===== src/rtl/pipe_pkg.sv =====
// pipe_pkg: encodings and bundle types shared by the pipelined RV32 core.
//   wdsel_e     - write-back source select (ALU / memory / PC+4)
//   npcop_e     - next-PC operation
//   EXT_*       - bit positions inside the one-hot EXTOp decoder field
//   ctrl_t      - decoded control bundle carried down the pipeline
//   ex_bundle_t - complete contents of the ID/EX pipeline register
package pipe_pkg;

    typedef enum logic [1:0] {
        WD_FROM_ALU = 2'b00,
        WD_FROM_MEM = 2'b01,
        WD_FROM_PC  = 2'b10
    } wdsel_e;

    typedef enum logic [2:0] {
        NPC_PLUS4  = 3'b000,
        NPC_BRANCH = 3'b001,
        NPC_JUMP   = 3'b010,
        NPC_JALR   = 3'b100
    } npcop_e;

    localparam int unsigned EXT_SHAMT = 5;
    localparam int unsigned EXT_I     = 4;
    localparam int unsigned EXT_S     = 3;
    localparam int unsigned EXT_B     = 2;
    localparam int unsigned EXT_U     = 1;
    localparam int unsigned EXT_J     = 0;

    typedef struct packed {
        logic       reg_write;
        logic       mem_write;
        logic       alu_src;
        logic [5:0] ext_op;
        logic [4:0] alu_op;
        logic [2:0] npc_op;
        logic [2:0] dm_type;
        logic [1:0] wd_sel;
    } ctrl_t;

    typedef struct packed {
        logic        valid;
        logic [31:0] pc;
        logic [31:0] rd1;
        logic [31:0] rd2;
        logic [31:0] imm;
        logic [4:0]  rs1;
        logic [4:0]  rs2;
        logic [4:0]  rd;
        ctrl_t       ctrl;
    } ex_bundle_t;

endpackage


===== src/rtl/load_use_detect.sv =====
// load_use_detect: combinational load-use hazard detection.
//   ex_valid, ex_wd_sel, ex_rd   - instruction currently in EX
//   id_valid, id_rs1, id_rs2     - instruction currently in ID
//   id_ext_uj                    - EXTOp bits {U, J}; those types do not read rs1
//   id_alu_src, id_mem_write     - decide whether ID reads rs2 (R, B, S types)
//   load_use                     - EX load writes a register ID is about to read
module load_use_detect
    import pipe_pkg::*;
(
    input  logic       ex_valid,
    input  logic [1:0] ex_wd_sel,
    input  logic [4:0] ex_rd,
    input  logic       id_valid,
    input  logic [4:0] id_rs1,
    input  logic [4:0] id_rs2,
    input  logic [1:0] id_ext_uj,
    input  logic       id_alu_src,
    input  logic       id_mem_write,
    output logic       load_use
);

    logic uses_rs1;
    logic uses_rs2;
    logic ex_is_load;

    always_comb begin
        uses_rs1   = ~(id_ext_uj[1] | id_ext_uj[0]);
        uses_rs2   = ~id_alu_src | id_mem_write;
        // x0 is never a real destination, so a load into x0 cannot create a hazard
        ex_is_load = ex_valid & (ex_wd_sel == WD_FROM_MEM) & (ex_rd != 5'd0);
        load_use   = ex_is_load & id_valid &
                     ((uses_rs1 & (ex_rd == id_rs1)) | (uses_rs2 & (ex_rd == id_rs2)));
    end

endmodule


===== src/rtl/id_ex_stage.sv =====
// id_ex_stage: ID/EX pipeline register of the RV32 core.
//   clk, rstn            - clock, asynchronous active-low reset
//   id_*                 - decoded instruction from the decode stage
//   flush_i              - squash the instruction entering EX (load a bubble)
//   hold_i               - back-end stall, freeze the EX register
//   stall_o              - combinational load-use stall request to PC and IF/ID
//   ex_*                 - registered instruction for the execute stage
//   bubble_cnt/flush_cnt - saturating counts of load-use bubbles and flushes
// Update priority: flush > hold > load-use bubble > normal load.
module id_ex_stage
    import pipe_pkg::*;
#(
    parameter int unsigned CNT_W = 16
) (
    input  logic             clk,
    input  logic             rstn,
    input  logic             id_valid,
    input  logic [31:0]      id_pc,
    input  logic [31:0]      id_rd1,
    input  logic [31:0]      id_rd2,
    input  logic [31:0]      id_imm,
    input  logic [4:0]       id_rs1,
    input  logic [4:0]       id_rs2,
    input  logic [4:0]       id_rd,
    input  logic             id_RegWrite,
    input  logic             id_MemWrite,
    input  logic             id_ALUSrc,
    input  logic [5:0]       id_EXTOp,
    input  logic [4:0]       id_ALUOp,
    input  logic [2:0]       id_NPCOp,
    input  logic [2:0]       id_DMType,
    input  logic [1:0]       id_WDSel,
    input  logic             flush_i,
    input  logic             hold_i,
    output logic             stall_o,
    output logic             ex_valid,
    output logic [31:0]      ex_pc,
    output logic [31:0]      ex_rd1,
    output logic [31:0]      ex_rd2,
    output logic [31:0]      ex_imm,
    output logic [4:0]       ex_rs1,
    output logic [4:0]       ex_rs2,
    output logic [4:0]       ex_rd,
    output logic             ex_RegWrite,
    output logic             ex_MemWrite,
    output logic             ex_ALUSrc,
    output logic [5:0]       ex_EXTOp,
    output logic [4:0]       ex_ALUOp,
    output logic [2:0]       ex_NPCOp,
    output logic [2:0]       ex_DMType,
    output logic [1:0]       ex_WDSel,
    output logic [CNT_W-1:0] bubble_cnt,
    output logic [CNT_W-1:0] flush_cnt
);

    ex_bundle_t ex_q;
    ex_bundle_t ex_d;
    logic       load_use;

    load_use_detect u_load_use_detect (
        .ex_valid     (ex_q.valid),
        .ex_wd_sel    (ex_q.ctrl.wd_sel),
        .ex_rd        (ex_q.rd),
        .id_valid     (id_valid),
        .id_rs1       (id_rs1),
        .id_rs2       (id_rs2),
        .id_ext_uj    ({id_EXTOp[EXT_U], id_EXTOp[EXT_J]}),
        .id_alu_src   (id_ALUSrc),
        .id_mem_write (id_MemWrite),
        .load_use     (load_use)
    );

    // A flush or hold overrides the hazard, so no stall is requested then
    assign stall_o = load_use & ~flush_i & ~hold_i;

    always_comb begin
        ex_d = ex_q;
        if (flush_i) begin
            ex_d = '0;
        end else if (hold_i) begin
            ex_d = ex_q;
        end else if (load_use) begin
            ex_d = '0;
        end else begin
            ex_d.valid          = id_valid;
            ex_d.pc             = id_pc;
            ex_d.rd1            = id_rd1;
            ex_d.rd2            = id_rd2;
            ex_d.imm            = id_imm;
            ex_d.rs1            = id_rs1;
            ex_d.rs2            = id_rs2;
            ex_d.rd             = id_rd;
            ex_d.ctrl.reg_write = id_RegWrite;
            ex_d.ctrl.mem_write = id_MemWrite;
            ex_d.ctrl.alu_src   = id_ALUSrc;
            ex_d.ctrl.ext_op    = id_EXTOp;
            ex_d.ctrl.alu_op    = id_ALUOp;
            ex_d.ctrl.npc_op    = id_NPCOp;
            ex_d.ctrl.dm_type   = id_DMType;
            ex_d.ctrl.wd_sel    = id_WDSel;
            // an empty decode slot must not change architectural state
            if (!id_valid) begin
                ex_d.ctrl.reg_write = 1'b0;
                ex_d.ctrl.mem_write = 1'b0;
                ex_d.ctrl.npc_op    = NPC_PLUS4;
            end
        end
    end

    always_ff @(posedge clk or negedge rstn) begin
        if (!rstn) begin
            ex_q <= '0;
        end else begin
            ex_q <= ex_d;
        end
    end

    always_ff @(posedge clk or negedge rstn) begin
        if (!rstn) begin
            bubble_cnt <= '0;
            flush_cnt  <= '0;
        end else begin
            if (flush_i && (flush_cnt != '1)) begin
                flush_cnt <= flush_cnt + 1'b1;
            end
            if (stall_o && (bubble_cnt != '1)) begin
                bubble_cnt <= bubble_cnt + 1'b1;
            end
        end
    end

    assign ex_valid    = ex_q.valid;
    assign ex_pc       = ex_q.pc;
    assign ex_rd1      = ex_q.rd1;
    assign ex_rd2      = ex_q.rd2;
    assign ex_imm      = ex_q.imm;
    assign ex_rs1      = ex_q.rs1;
    assign ex_rs2      = ex_q.rs2;
    assign ex_rd       = ex_q.rd;
    assign ex_RegWrite = ex_q.ctrl.reg_write;
    assign ex_MemWrite = ex_q.ctrl.mem_write;
    assign ex_ALUSrc   = ex_q.ctrl.alu_src;
    assign ex_EXTOp    = ex_q.ctrl.ext_op;
    assign ex_ALUOp    = ex_q.ctrl.alu_op;
    assign ex_NPCOp    = ex_q.ctrl.npc_op;
    assign ex_DMType   = ex_q.ctrl.dm_type;
    assign ex_WDSel    = ex_q.ctrl.wd_sel;

endmodule


===== config.mk =====
export PLATFORM = sky130hd
export DESIGN_NAME = id_ex_stage
export DESIGN_NICKNAME = d
export VERILOG_FILES = /design/src/rtl/pipe_pkg.sv /design/src/rtl/load_use_detect.sv /design/src/rtl/id_ex_stage.sv
export SDC_FILE = /design/constraint.sdc
export NUM_CORES = 1
export LEC_CHECK = 0
export ABC_CLOCK_PERIOD_IN_PS = 3100
export CAP_MARGIN = 25
export CORE_AREA = 2 2 143 145
export DETAILED_ROUTE_END_ITERATION = 10
export DIE_AREA = 0 0 145 147
export PLACE_DENSITY = 0.73
export SETUP_SLACK_MARGIN = 0.1
export SLEW_MARGIN = 20
export SYNTH_ARGS = -nofsm -noshare
export SYNTH_HDL_FRONTEND = slang
export SYNTH_HIERARCHICAL = 1
export SYNTH_SLANG_ARGS = --single-unit

===== constraint.sdc =====
create_clock -name clk -period 3.1 [get_ports clk]
set_input_delay 0.31 -clock clk [delete_from_list [all_inputs] [get_ports clk]]
set_output_delay 0.31 -clock clk [all_outputs]
set_load 0.01 [all_outputs]

**Word-level counts from Yosys, hierarchy flattened**

Cells that the tools add are included.

- Bits in registers: 198
- Input port bits: 170
- Output and inout port bits: 199
- Logic and storage cells: 49

- Add/subtract/negate cells: 2
- Equal/unequal tests: 6
- Multiplexer cells: 5
- Bitwise operators: 15
- Reduce and logical (&&, ||, !) cells: 3

Operator list:

| cell | count |
|---|---|
| 166-bit 2-to-1 mux | 3 |
| 16-bit by 1-bit adder with 16-bit output (second input constant) | 2 |
| 16-bit != test (second input constant) | 2 |
| 5-bit equality test | 2 |
| 1-bit bitwise AND | 8 |
| 5-bit nonzero test | 1 |
| 1-bit NOT | 4 |
| 3-bit 2-to-1 mux | 1 |
| 1-bit bitwise OR | 3 |
| 2-bit by 1-bit equality test with 1-bit output (second input constant) | 1 |
| 1-bit logical AND | 2 |
| 2-bit 2-to-1 mux | 1 |
| 2-bit != test (second input constant) | 1 |

**Logic depth before layout (Yosys ltp)**

- Word-level depth: 8
- Gate-level depth with buffers: 10
- Gate-level depth less buffers: 9

**By module**

The synthesis kept the hierarchy.

Modules (own cells, without submodules):

| module | instances | cells each | area an instance (um^2) | seq. area each (um^2) |
|---|---|---|---|---|
| id_ex_stage | 1 | 521 | 7357.1 | 4954.8 |
| load_use_detect | 1 | 19 | 151.4 | 0.0 |

**Least setup slack after synthesis**

Ideal clock, no wire load.

- Path type: register to register
- Start: register ex_q (netlist bit ex_rd[2])
- End: register bubble_cnt[15]
- Library setup time: 0.125 ns
- Arrival: 2.668 ns
- Data required time: 2.975 ns
- Path slack: 0.307 ns
- Cell stages (with the launch flop): 11
- Path buffers: 1
- Clock period less this slack: 2.793 ns
- Path through: dfrtp_1 -> xnor2_1 -> nand4_1 -> or4_1 -> a221oi_2 -> or3b_4 -> inv_2 -> and3_1 -> buf_2 -> nand3_1 -> mux2_4

- Word-level cells in the longest chain between the ends: 7
- Elaborated cells on any way between the ends: 12
- Classes of those cells: eq/ne (2); bitwise (8); reduce/logical (2)

Ends and longest elaborated chain:

| what | RTL line | text |
|---|---|---|
| start, declared | id_ex_stage.sv:56 | `ex_bundle_t ex_q;` |
| start signal, assigned | id_ex_stage.sv:112 | `ex_q <= '0;` |
| start signal, assigned | id_ex_stage.sv:114 | `ex_q <= ex_d;` |
| 5-bit equality test / 5-bit nonzero test (equally long branches) | load_use_detect.sv:32, load_use_detect.sv:30 |  |
| 1-bit bitwise AND, on equally long branches | load_use_detect.sv:32, load_use_detect.sv:30 |  |
| 1-bit bitwise OR / 1-bit bitwise AND (equally long branches) | load_use_detect.sv:32, load_use_detect.sv:31 |  |
| 1-bit bitwise AND (*) | load_use_detect.sv:31 | `load_use = ex_is_load & id_valid &` |
| net load_use | id_ex_stage.sv:58 | `logic load_use;` |
| 1-bit bitwise AND (*) (2 in a row) | id_ex_stage.sv:74 | `assign stall_o = load_use & ~flush_i & ~hold_i;` |
| net stall_o | id_ex_stage.sv:35 | `output logic stall_o,` |
| 1-bit logical AND (*) | id_ex_stage.sv:126 | `if (stall_o && (bubble_cnt != '1)) begin` |
| end signal, assigned | id_ex_stage.sv:127 | `bubble_cnt <= bubble_cnt + 1'b1;` |
| end, declared | id_ex_stage.sv:52 | `output logic [CNT_W-1:0] bubble_cnt,` |

The timed path passes the listed nets; every way through them passes the cells marked *.
A chain may end at the register's enable or synchronous reset.

**Final worst setup path**

- Start: register ex_q (netlist bit ex_rd[4])
- End: register bubble_cnt[8]

- Word-level cells in the longest chain between the ends: 7
- Elaborated cells on any way between the ends: 12
- Classes of those cells: eq/ne (2); bitwise (8); reduce/logical (2)

Ends and longest elaborated chain:

| what | RTL line |
|---|---|
| 5-bit equality test / 5-bit nonzero test (equally long branches) | load_use_detect.sv:32, load_use_detect.sv:30 |
| 1-bit bitwise AND, on equally long branches | load_use_detect.sv:32, load_use_detect.sv:30 |
| 1-bit bitwise OR / 1-bit bitwise AND (equally long branches) | load_use_detect.sv:32, load_use_detect.sv:31 |
| 1-bit bitwise AND (*) | load_use_detect.sv:31 |
| net load_use | id_ex_stage.sv:58 |
| 1-bit bitwise AND (*) (2 in a row) | id_ex_stage.sv:74 |
| 1-bit logical AND (*) | id_ex_stage.sv:126 |

Marked as above.

==> impl_metrics.env <==
export IMPL_fmax_mhz=343.3
export IMPL_dp_slack_ps=-381.6
export IMPL_rrSetupSlack_ps=190
export IMPL_status="complete, no violations"
export IMPL_cp_slowest_stage_delay_ps=470
export IMPL_synth_flop_cell="dfrtp_1"
export IMPL_synth_edf_count=0
export IMPL_final_nets=1085
export IMPL_rsz0062_at_grt="true"
export IMPL_syn_inst=540
export IMPL_ys_top_cells_by_area="dfrtp_1, a22o_1, xnor2_1, xor2_1, clkbuf_1"
export IMPL_track_usage=0.2145
export IMPL_power_density_nw_per_um2=498.7
export IMPL_start_kind="flip-flop"
export IMPL_cp_required_ps=3400
export IMPL_clockRootBuffer="clkbuf_16"
export IMPL_synth_seq_cells=198
export IMPL_worst_hold_slack_ps=466.8
export IMPL_slowest_stage="or4_4"
export IMPL_start_util=0.3784
export IMPL_routabilityCongestion=0.8092
export IMPL_path_delay_family="simple AND/OR/NAND/NOR gates"
export IMPL_p_leak_nw=5.400
export IMPL_peakVddDrop_mv=0.3550
export IMPL_min_path_type="input port to flip-flop"
export IMPL_rows=52
export IMPL_cp_cell_sequence="xnor2_1, nand4_1, or4_4, a221oi_4, or3b_4, buf_6, or2_4, or3_1, xnor2_1"
export IMPL_routedWlPerCell_um=19.24
export IMPL_drt_iter0_drc=288
export IMPL_regArea_um2=4955
export IMPL_final_util=0.6190
export IMPL_hold_start="id_rd1[22]"
export IMPL_cp_num_cells=9
export IMPL_first_global_vias=6276
export IMPL_r2r_end="bubble_cnt[8]$_DFFE_PN0P_"
export IMPL_critPathKind="flip-flop to flip-flop"
export IMPL_dieArea_um2=21320
export IMPL_dr_total_vias=6097
export IMPL_min_period_ps=2913
export IMPL_dpl_hpwl_um=16710
export IMPL_cp_max_fo=3
export IMPL_antenna_left=0
export IMPL_max_cap_violations=0
export IMPL_grt_max_degree=97
export IMPL_cts_buffer_depth=2
export IMPL_cts_tree="yes"
export IMPL_synthToLayoutAreaGrowth_pct=63.61
export IMPL_detail_route_wirelength_um=23010
export IMPL_fin_crit_sh=0.9397
export IMPL_syn_nets=712
export IMPL_viasPerCell=5.098
export IMPL_setup_violations=0
export IMPL_drc=0
export IMPL_synth_top_area_frac=0.6599
export IMPL_fp_dieW_um=145
export IMPL_yosysUniqueCellTypes=39
export IMPL_cts_sinks=198
export IMPL_finalHoldViolCount=0
export IMPL_yosysTopAreaCell="dfrtp_1"
export IMPL_grt_pass1_wl_um=35800
export IMPL_portBuffers=368
export IMPL_fin_ws_ps=187.0
export IMPL_numCtsBuffers=17
export IMPL_finClkSkew_ps=10.35
export IMPL_worst_pin_slew_ps=751.5
export IMPL_fin_cells=1196
export IMPL_antenna_found_initial=0
export IMPL_whs_path_depth=2
export IMPL_async_flop_share=1.000
export IMPL_seq_area_frac_synth=0.6599
export IMPL_crit_top_cell="xnor2_1"
export IMPL_synth_warnings=6
export IMPL_io_pins=369
export IMPL_die_h_um=147
export IMPL_multi_input_area_um2=2446
export IMPL_cp_num_buf_inv=1
export IMPL_coreArea_um2=19840
export IMPL_clk_pin_slew_ps=80
export IMPL_grt_ovfl_total=0
export IMPL_synth_area_um2=7508
export IMPL_first_pass_iters=4
export IMPL_dp_cells=1160
export IMPL_relSlewSlack=0.4990
export IMPL_timing_rr_start="ex_rd[4]$_DFFE_PN0P_"
export IMPL_htreeDepth=4
export IMPL_rr_worst_depth=9
export IMPL_end_kind="flip-flop"
export IMPL_report_final_slew_viol_count=0
export IMPL_arrival_ps=3220
export IMPL_worstSkewPairLatency_ps=430
export IMPL_avgSynthCellArea_um2=13.90
export IMPL_fillCellCount=1598
export IMPL_antenna_cells=0
export IMPL_drive_gt1_frac=0.07667
export IMPL_finalPower_w=0.006126
export IMPL_hold_end="ex_rd1[22]$_DFFE_PN0P_"
what timing repair did:
item                       in CTS  in global routing
gates cloned                    0                  0
gates resized for setup         9                  6
pin swaps                       5                  6
setup buffers                   1                  2
setup endpoints to repair      11                 13
hold endpoints to repair       90                  0
hold buffers                    1                  0
power breakdown:
group          internal, W  leakage [nW]  switching (W)
logic             0.000618          2.47       0.000414
registers          0.00274          2.64       0.000142
clock network      0.00115         0.283        0.00106
cell usage in the layout, fill, tap and decap left out, types with 2 or more instances in the layout:
master,count
buf_12,5
and4_1,3
buf_6,3
inv_6,4
nand3_1,12
inv_8,4
clkinvlp_4,2
nor3_1,7
clkinv_4,2
or4_1,2
buf_4,16
a32o_1,5
nand4_1,18
mux2_2,3
xnor2_1,19
dfrtp_1,198
ha_1,2
clkdlybuf4s50_1,366
nor3_4,2
a41oi_1,2
inv_1,2
a22o_1,161
nor2_1,8
a21oi_1,7
xor2_1,14
nor4_1,4
and3_1,3
clkbuf_16,17
nand2_1,10
cells in the mapped netlist, types with 3 or more instances:
| cell type | n |
|---|---|
| nor2_1 | 8 |
| a32o_1 | 5 |
| buf_2 | 6 |
| mux2_2 | 3 |
| nand3_1 | 12 |
| clkbuf_1 | 30 |
| dfrtp_1 | 198 |
| nand4_1 | 18 |
| nor3_1 | 10 |
| and3_1 | 3 |
| or4_1 | 3 |
| and4_1 | 3 |
| xor2_1 | 14 |
| nor4_1 | 5 |
| xnor2_1 | 19 |
| nand2_1 | 10 |
| a21oi_1 | 7 |
| a22o_1 | 161 |
cells by family (layout without fill, tap and decap cells):
kind of cell	after synthesis	count (layout)	share of synthesized area
AND/OR/NAND/NOR	81	81	0.06116
buffers and inverters	42	428	0.02300
multiplexers	4	4	0.006498
XOR/XNOR	33	33	0.03849
adder cells (fa/ha/maj)	2	2	0.003332
AO/OA/AOI/OAI	180	180	0.2076
flip-flops	198	198	0.6599
registers in the layout (all words and copies together) (netlist names), 6 cells and up:
name	cells
ex_EXTOp	6
ex_pc	32
ex_rd1	32
bubble_cnt	16
ex_imm	32
ex_rd2	32
flush_cnt	16
worst reg2reg max path: stages, from the launching register on:
cell and delay [ps]:
dfrtp_1 390, xnor2_1 180, nand4_1 170, or4_4 470
a221oi_4 310, or3b_4 440, buf_6 140, or2_4 240
or3_1 320, xnor2_1 130
layer usage:
| metal | routed length [um] | global-route usage | vias up |
|---|---|---|---|
| met3 | 1643 | 0.06832 | 31 |
| met5 | 0 | 0 | - |
| met2 | 11250 | 0.3545 | 249 |
| met1 | 9549 | 0.2685 | 2997 |
| met4 | 565 | 0.07277 | 0 |
| li1 | - | - | 2820 |
final cells by class:
| class | instances | share of cell area |
|---|---|---|
| Sequential cell | 198 | 0.4033 |
| Inverter | 3 | 0.0009167 |
| Timing Repair Buffer | 393 | 0.3212 |
| Multi-Input combinational cell | 300 | 0.1991 |
| Clock buffer | 18 | 0.03494 |
| Tap cell | 270 | 0.02750 |
| Clock inverter | 14 | 0.01294 |
through the flow:
| stage | setup TNS [ps] | area (um^2) |
|---|---|---|
| floorplan | 0 | 7508 |
| global placement | -2327 | 11600 |
| detailed placement | -4416 | 11600 |
| CTS | 0 | 12240 |
| global route | 0 | 12280 |
| finish | 0 | 12280 |
how the worst max path moves through the flow:
stage	start	endpoint	slack, ps
final	ex_rd[4]$_DFFE_PN0P_	bubble_cnt[8]$_DFFE_PN0P_	190
after global routing	ex_rd[0]$_DFFE_PN0P_	stall_o	90
after CTS	ex_rd[4]$_DFFE_PN0P_	bubble_cnt[12]$_DFFE_PN0P_	90
after detailed placement	id_rs1[4]	bubble_cnt[9]$_DFFE_PN0P_	-380
after global placement	id_rs1[4]	stall_o	-250
after floorplan	ex_rd[2]$_DFFE_PN0P_	bubble_cnt[15]$_DFFE_PN0P_	310
(Power assumes the default switching activity.)
